<file path="src/rtl/add_sub_cs_unit_if.sv">
// Operand/result bundle for the registered carry-select add/subtract unit.
// The master drives the operation; the slave (the unit) returns the result.
interface add_sub_cs_unit_if;
  logic        sub;
  logic [15:0] in1;
  logic [15:0] in2;
  logic        cin;
  logic [15:0] out;
  logic        cout;
  logic        invalid;

  modport master (output sub, in1, in2, cin, input out, cout, invalid);
  modport slave  (input sub, in1, in2, cin, output out, cout, invalid);
endinterface

</file>
<file path="src/rtl/add_sub_cs.sv">
// Registered 16-bit self-describing fixed-point add/subtract.
// Each word is {F[2:0], M[12:0]}, with value = M / 2^F.
// Operands are aligned to the larger F and then summed in a carry-select mantissa adder.
// The overflow check uses a separate full-precision sum.

// One carry-select block.
// The lowest block ripples directly from its carry-in.
// Upper blocks precompute sums for cin=0 and cin=1 and select one when the carry arrives.
module add_sub_cs_block #(
  parameter int W    = 4,
  parameter bit DUAL = 1'b1
) (
  input  logic [W-1:0] a,
  input  logic [W-1:0] b,
  input  logic         ci,
  output logic [W-1:0] s,
  output logic         co
);
  if (DUAL) begin : g_dual
    logic [W:0] sum0, sum1;
    // Both candidate sums are formed in parallel; the late carry only drives the mux.
    always_comb begin
      sum0 = {1'b0, a} + {1'b0, b};
      sum1 = {1'b0, a} + {1'b0, b} + {{W{1'b0}}, 1'b1};
    end
    assign {co, s} = ci ? sum1 : sum0;
  end else begin : g_ripple
    logic [W:0] sum;
    // Plain ripple block fed directly by the adder carry-in.
    always_comb begin
      sum = {1'b0, a} + {1'b0, b} + {{W{1'b0}}, ci};
    end
    assign {co, s} = sum;
  end
endmodule

// Top level: alignment, carry-select mantissa adder, overflow detect, output register.
module add_sub_cs_unit #(
  parameter int BLOCK_W = 4
) (
  input  logic               clk,
  input  logic               rst_n,
  add_sub_cs_unit_if.slave   bus
);
  localparam int MW   = 13;
  localparam int NBLK = (MW + BLOCK_W - 1) / BLOCK_W;
  localparam int PW   = NBLK * BLOCK_W;

  logic [2:0]    fa, fb, fr, sha, shb;
  logic [21:0]   a_ext, b_ext;
  logic [22:0]   r_full;
  logic          c0;
  logic [PW-1:0] opa, opb, sum;
  logic [NBLK:0] carry;
  logic [PW:0]   sum_ext;

  logic [15:0]   out_d, out_q;
  logic          cout_d, cout_q;
  logic          invalid_d, invalid_q;
  logic          unused_bits;

  // Align both mantissas to the larger fraction count and form the adder operands.
  // Subtract inverts B and the carry, so a - b - cin equals a + ~b + ~cin.
  always_comb begin
    fa    = bus.in1[15:13];
    fb    = bus.in2[15:13];
    fr    = (fa > fb) ? fa : fb;
    sha   = fr - fa;
    shb   = fr - fb;
    a_ext = {{9{bus.in1[12]}}, bus.in1[12:0]} << sha;
    b_ext = {{9{bus.in2[12]}}, bus.in2[12:0]} << shb;
    c0    = bus.sub ^ bus.cin;
    opa   = '0;
    opb   = '0;
    opa[MW-1:0] = a_ext[MW-1:0];
    opb[MW-1:0] = b_ext[MW-1:0] ^ {MW{bus.sub}};
    // The full-width sum keeps every shifted bit, so alignment overflow shows up here too.
    r_full = {a_ext[21], a_ext} + ({b_ext[21], b_ext} ^ {23{bus.sub}}) + {22'd0, c0};
  end

  assign carry[0] = c0;

  for (genvar g = 0; g < NBLK; g++) begin : g_blk
    add_sub_cs_block #(.W(BLOCK_W), .DUAL(g != 0)) u_blk (
      .a  (opa[g*BLOCK_W +: BLOCK_W]),
      .b  (opb[g*BLOCK_W +: BLOCK_W]),
      .ci (carry[g]),
      .s  (sum[g*BLOCK_W +: BLOCK_W]),
      .co (carry[g+1])
    );
  end

  // Mantissa wraps to 13 bits.
  // cout is the carry out of bit 12; zero-padded upper bits simply pass it up.
  // The result is invalid unless the true result fits a 13-bit signed mantissa.
  always_comb begin
    sum_ext   = {carry[NBLK], sum};
    out_d     = {fr, sum_ext[MW-1:0]};
    cout_d    = sum_ext[MW];
    invalid_d = ~((&r_full[22:12]) | ~(|r_full[22:12]));
  end

  assign unused_bits = ^{sum_ext, r_full[11:0]};

  // Output register; synchronous reset wins over the incoming operation.
  always_ff @(posedge clk) begin
    if (!rst_n) begin
      out_q     <= 16'h0000;
      cout_q    <= 1'b0;
      invalid_q <= 1'b0;
    end else begin
      out_q     <= out_d;
      cout_q    <= cout_d;
      invalid_q <= invalid_d;
    end
  end

  assign bus.out     = out_q;
  assign bus.cout    = cout_q;
  assign bus.invalid = invalid_q;
endmodule

</file>
<file path="src/flat_wrapper.sv">
// flat-port wrapper written by rule: the top's interface ports become plain ports
module add_sub_cs_unit_flat 
#(
  parameter int BLOCK_W = 4
)
  (clk, rst_n, bus_sub, bus_in1, bus_in2, bus_cin, bus_out, bus_cout, bus_invalid);
  add_sub_cs_unit_if bus_i ();
  input  logic clk;
  input  logic rst_n;
  input wire logic [$bits(bus_i.sub)-1:0] bus_sub;
  input wire logic [$bits(bus_i.in1)-1:0] bus_in1;
  input wire logic [$bits(bus_i.in2)-1:0] bus_in2;
  input wire logic [$bits(bus_i.cin)-1:0] bus_cin;
  output wire logic [$bits(bus_i.out)-1:0] bus_out;
  output wire logic [$bits(bus_i.cout)-1:0] bus_cout;
  output wire logic [$bits(bus_i.invalid)-1:0] bus_invalid;
  assign bus_i.sub = bus_sub;
  assign bus_i.in1 = bus_in1;
  assign bus_i.in2 = bus_in2;
  assign bus_i.cin = bus_cin;
  assign bus_out = bus_i.out;
  assign bus_cout = bus_i.cout;
  assign bus_invalid = bus_i.invalid;
  add_sub_cs_unit #(.BLOCK_W(BLOCK_W)) u_core (.clk(clk), .rst_n(rst_n), .bus(bus_i));
endmodule
</file>
<file path="config.mk">
export PLATFORM = sky130hd
export DESIGN_NAME = add_sub_cs_unit_flat
export DESIGN_NICKNAME = d
export VERILOG_FILES = /design/src/rtl/add_sub_cs_unit_if.sv /design/src/rtl/add_sub_cs.sv /design/src/flat_wrapper.sv
export SDC_FILE = /design/constraint.sdc
export NUM_CORES = 1
export LEC_CHECK = 0
export CELL_PAD_IN_SITES_DETAIL_PLACEMENT = 1
export CELL_PAD_IN_SITES_GLOBAL_PLACEMENT = 1
export CORE_MARGIN = 3
export CORE_UTILIZATION = 40
export CTS_BUF_LIST = sky130_fd_sc_hd__clkbuf_2
export CTS_CLUSTER_DIAMETER = 120
export CTS_CLUSTER_SIZE = 8
export DETAILED_ROUTE_END_ITERATION = 16
export GPL_TIMING_DRIVEN = 0
export PLACE_DENSITY = 0.83
export SLEW_MARGIN = 10
export SYNTH_ARGS = -nofsm -noshare
export SYNTH_HDL_FRONTEND = slang
export SYNTH_HIERARCHICAL = 1
export SYNTH_SLANG_ARGS = --single-unit
</file>
<file path="constraint.sdc">
create_clock -name clk -period 10.64 [get_ports clk]
set_clock_uncertainty 0.1 [all_clocks]
set_input_delay 2.66 -clock clk [delete_from_list [all_inputs] [get_ports clk]]
set_output_delay 2.66 -clock clk [all_outputs]
set_load 0.02 [all_outputs]
</file>
==> results of run 1 <==
-- layout by cell type, fill, tap and decap left out, types with 2 or more instances in the layout --
cell type        count
xor2_1              17
inv_1               31
a211o_1              2
nand4_1              2
mux2i_1             45
nor3_1               3
conb_1               2
a31oi_1              4
clkbuf_2             3
and4_1               4
o21a_1               6
buf_1                3
mux2_2              10
nand2_1             34
clkbuf_1            13
nor2_1              22
xnor2_1             29
mux4_2               3
nand2b_1             7
ha_1                40
fa_1                 7
or2_2                2
clkdlybuf4s50_1     52
a2bb2oi_1            2
dfxtp_1             18
or4_1                2
nor4bb_1             2
nand3_1              8
a21oi_1             21
nor2b_1              9
and2_1              14
o211ai_1             4
a211oi_1             3
a21o_1               6
a2111oi_0            3
o21ai_0             24
-- metrics by stage --
step | std cells | setup WS [ps]
3_3_place_gp | 573 | 726.7
5_1_grt | 576 | 158.8
3_5_place_dp | 573 | 505.1
2_1_floorplan | 419 | 1977
6_report | 576 | 886.7
4_1_cts | 576 | 891.2
-- tightest hold or removal path, stage by stage --
cell and delay (ps):
clkdlybuf4s50_1 460, mux2i_1 170, nor2b_1 60
-- per-layer routing --
metal | vias to the layer above | routed length, um
li1 | 1586 | -
met1 | 1558 | 4187
met2 | 62 | 4745
met3 | 6 | 340
met4 | 0 | 80
met5 | - | 0
-- sequential cells by signal, summed over array words and instances, names as in the netlist --
register	cells
u_core/bus.invalid	1
u_core/bus.out	16
u_core/bus.cout	1
-- power breakdown --
group,internal [mW],total [mW],switching [mW]
Combinational,0.399,0.908,0.509
Clock,0.00768,0.0326,0.0249
Sequential,0.0914,0.0965,0.00518
-- final cells by class --
type,count,area (um2)
buffer,17,65.06
multi-input combinational,353,2850
fill,992,3913
tap,102,127.6
inverter,31,116.4
clock buffer,3,15.01
sequential,18,360.3
timing repair buffer,52,520.5
-- path summary, 6_finish.rpt --
kind                    start                  to  cells past startpoint
hold / removal    bus_in1[15]  u_core/bus.out[15]                      3
setup / recovery  bus_in2[14]     u_core/bus.cout                     30
==> flow_summary.ini, run 1 <==
[worst_setup_path]
critical_path_required_ps = 10800
cp_slowest_cell = fa_1
critPathBufInv = 7
arrival_ps = 9910
max_stage_delay_ps = 500
path_class = primary input to flop
critPathTopFamily = buffers and inverters
start_kind = primary input
path_max_fanout = 10
crit_path_end_kind = flop

[placed_design]
detailed_place_hpwl_mm = 8.117
gp_congestion = 0.8624
placed_area_um2 = 4040
portBuffers = 52

[clocking]
cts_root_buf = clkbuf_2
postCtsResizedCells = 0
post-cts-setup-buffers = 0
path_clk_slew_ps = 200
cts.htree.levels = 1
cts_tree = yes
cts.sinks = 18
clk_path_buf_depth = 2
cts_made_buffers = 3
ctsHoldBuffers = 0

[sta]
fin_crit_sh = 0.9167
rsz0062_at_grt = false
setup_violations = 0
slew_viol_final = 0
hold_viol_final = 0
fmax_ghz = 0.1025
worst_slew_pin_slew_ps = 690.7
holdWs_ps = 2937
tns_ps = 0
fin_crit_ps = 9753
slew_headroom = 0.5395

[yosys]
syn_inst = 418
syn_avg_cell_area_um2 = 8.106
ys_warn_count = 6
syn_area_um2 = 3388

[final_layout]
final_nets = 559
syn2layout_area_growth_pct = 19.68
n_antenna_cell = 0
drive_gt1_frac = 0.04852
utilization = 0.5090
design_area_um2 = 4055

[pwr]
p_leak_nw = 1.778
power.total_mw = 1.037
power_density_nw_per_um2 = 255.7
vdd_ir_drop_max_mv = 0.06550

[global_route]
grt_max_degree = 11
grt_antenna_before_repair = 0
grt.overflow.total = 0
grt_pass1_wl_mm = 16.04
grt_pass1_vias = 3352
gr-usage-all-layers = 0.2001
grtUsageMet2 = 0.3639
grtUsageMet1 = 0.2603
use_met3 = 0.01357
busiest_layer = met2

[drt]
postRouteAntennaNets = 0
finalWirelength_mm = 9.354
vias = 3212
dr.first_iter.drc_count = 127
wl_per_cell_um = 16.24
vias_per_cell = 5.576
dr.pass1.iters = 4
drc_errors = 0

[floorplan]
fp.dieArea_um2 = 9611
start_util = 0.4253
fp.dieW_um = 98.04
pin_count = 54
core_um2 = 7968
rows = 32
die_h_um = 98.04

[worst_hold_path]
hold_path.class = primary input to flop

[job]
maxCapViolations = 0

[run_status]
status = complete, no violations
(Power assumes the default switching activity.)
==> run 2: changes to the inputs <==
CORE_UTILIZATION = 38   (was 40)
PLACE_DENSITY = 0.82   (was 0.83)
clock period = 8.19 ns   (was 10.64 ns; I/O delays follow)
==> run 2 against run 1 <==
Against the previous run:
- count of clock-buffer cells in the layout is the same
- clock power grew 36%
- sequential share of layout area shrank 0.45 points
- combinational power grew 38%
- sequential power grew 30%
- cell count grew 1.2%
- die area grew 4.9%
- critical path type unchanged
- largest cell class unchanged
- highest routed layer unchanged
==> flow_summary.ini, run 2 (synthesized netlist as in run 1, its figures left out) <==
[final_layout]
largest_reg_flops = 16
final_common_cell = clkdlybuf4s50_1
finalNonFillerCells = 583
utilization = 0.5073
num-fill-cells = 1039
layout_common_cells = clkdlybuf4s50_1, mux2i_1, ha_1
drive_gt1_frac = 0.1130
n_antenna_cell = 0
syn2layout_area_growth_pct = 26.11
final_nets = 562

[floorplan]
fp.dieW_um = 100.4
start_util = 0.4023
fp.dieArea_um2 = 10090
die_h_um = 100.4
pin_count = 54
core_um2 = 8423
rows = 33

[pwr]
vdd_ir_drop_max_mv = 0.09661
power.switching_mw = 0.7310
power.total_mw = 1.419
power_switching_share = 0.5152
seq_power_share = 0.088
pwr-share-comb = 0.880
p_int_mw = 0.6879
power_density_nw_per_um2 = 332.1
clock_power_share = 0.031
p_leak_nw = 1.883

[drt]
vias_per_cell = 5.609
dr.first_iter.drc_count = 152
vias = 3270
postRouteAntennaNets = 0
wl_per_cell_um = 17.95
drc_errors = 0
finalWirelength_mm = 10.46
dr.pass1.iters = 4

[placed_design]
portBuffers = 52
detailed_place_hpwl_mm = 7.983
dp_slack_ps = -1290
dp.cells = 576
gp_congestion = 0.8525

[sta]
setup_violations = 0
fin_crit_sh = 0.9946
worst_slew_pin_slew_ps = 756.7
hold_viol_final = 0
tns_ps = 0
slew_viol_final = 0
finalWorstSetupSlack_ps = 44.27
fin_crit_ps = 8146
slew_headroom = 0.4956
fmax_ghz = 0.1228

[worst_setup_path]
critPathTopFamily = adder cells
arrival_ps = 8320
cp_common_cell = inv_1
path_class = primary input to flop
cp_slowest_cell = fa_2
critical_path_required_ps = 8360
start_kind = primary input
critPathBufInv = 5
path_max_fanout = 5
crit_path_end_kind = flop
max_stage_delay_ps = 630
crit_path_start = bus_in1[15]

[clocking]
cts_root_buf = clkbuf_2
clk_path_buf_depth = 2
path_clk_slew_ps = 220
cts_made_buffers = 3
cts.htree.levels = 1
ctsHoldBuffers = 0
cts.sinks = 18
cts_tree = yes

[worst_hold_path]
holdPathEnd = u_core/bus.out[15]
hold_path.class = primary input to flop
hp-start = bus_in2[15]
hold_depth = 3

[global_route]
grt_pass1_wl_mm = 15.98
grt_max_degree = 11
grt.overflow.total = 0
grt_pass1_vias = 3411
grt_antenna_before_repair = 0
gr-usage-all-layers = 0.1927

[job]
maxCapViolations = 0

[run_status]
status = complete, no violations
run 2: final cells by class:
cell class / instances / area [um2] / area share
Buffer: 14 / 77.57 / 0.01816
Clock buffer: 3 / 15.01 / 0.003514
Clock inverter: 1 / 3.754 / 0.0008785
Inverter: 31 / 116.4 / 0.02723
Multi-Input combinational cell: 353 / 2990 / 0.6999
Sequential cell: 18 / 360.3 / 0.08433
Tap cell: 105 / 131.4 / 0.03075
Timing Repair Buffer: 58 / 578.1 / 0.1353
run 2: metrics by stage:
stage / cell area [um2] / hold slack (ps)
6_report: 4273 / 1975
5_1_grt: 4273 / 1996
4_1_cts: 4136 / 2292
3_5_place_dp: 4044 / 2709
3_3_place_gp: 4044 / 2705
2_1_floorplan: 3392 / 2069
run 2: metal layers:
| metal | part of all wire | track usage |
|---|---|---|
| met1 | 0.42 | 0.2310 |
| met5 | 0 | 0 |
| met3 | 0.032 | 0.02224 |
| met2 | 0.51 | 0.3527 |
| met4 | 0.044 | 0.06632 |
run 2: power groups by stage:
stage	clock network (mW)	registers, mW	logic (mW)
floorplan	0	0.164	0.843
detailed placement	0	0.128	1.17
finish	0.0444	0.125	1.25
CTS	0.0477	0.126	1.20
global placement	0	0.127	1.12
global route	0.0507	0.127	1.40
run 2: worst max-delay path by stage:
stage,slack [ps],depth (start not counted),endpoint
final,40,28,u_core/bus.cout
after global placement,-1090,30,u_core/bus.cout
after detailed placement,-1290,30,u_core/bus.cout
after global routing,-300,28,u_core/bus.cout
after CTS,0.1,29,u_core/bus.out[12]
after floorplan,140,29,u_core/bus.cout
run 2: what timing repair did:
item / in CTS / in global routing
setup endpoints to repair: 7 / 2
buffers inserted: 4 / 2
cloned: 0 / 0
pin swaps: 1 / 7
gates resized for setup: 15 / 30
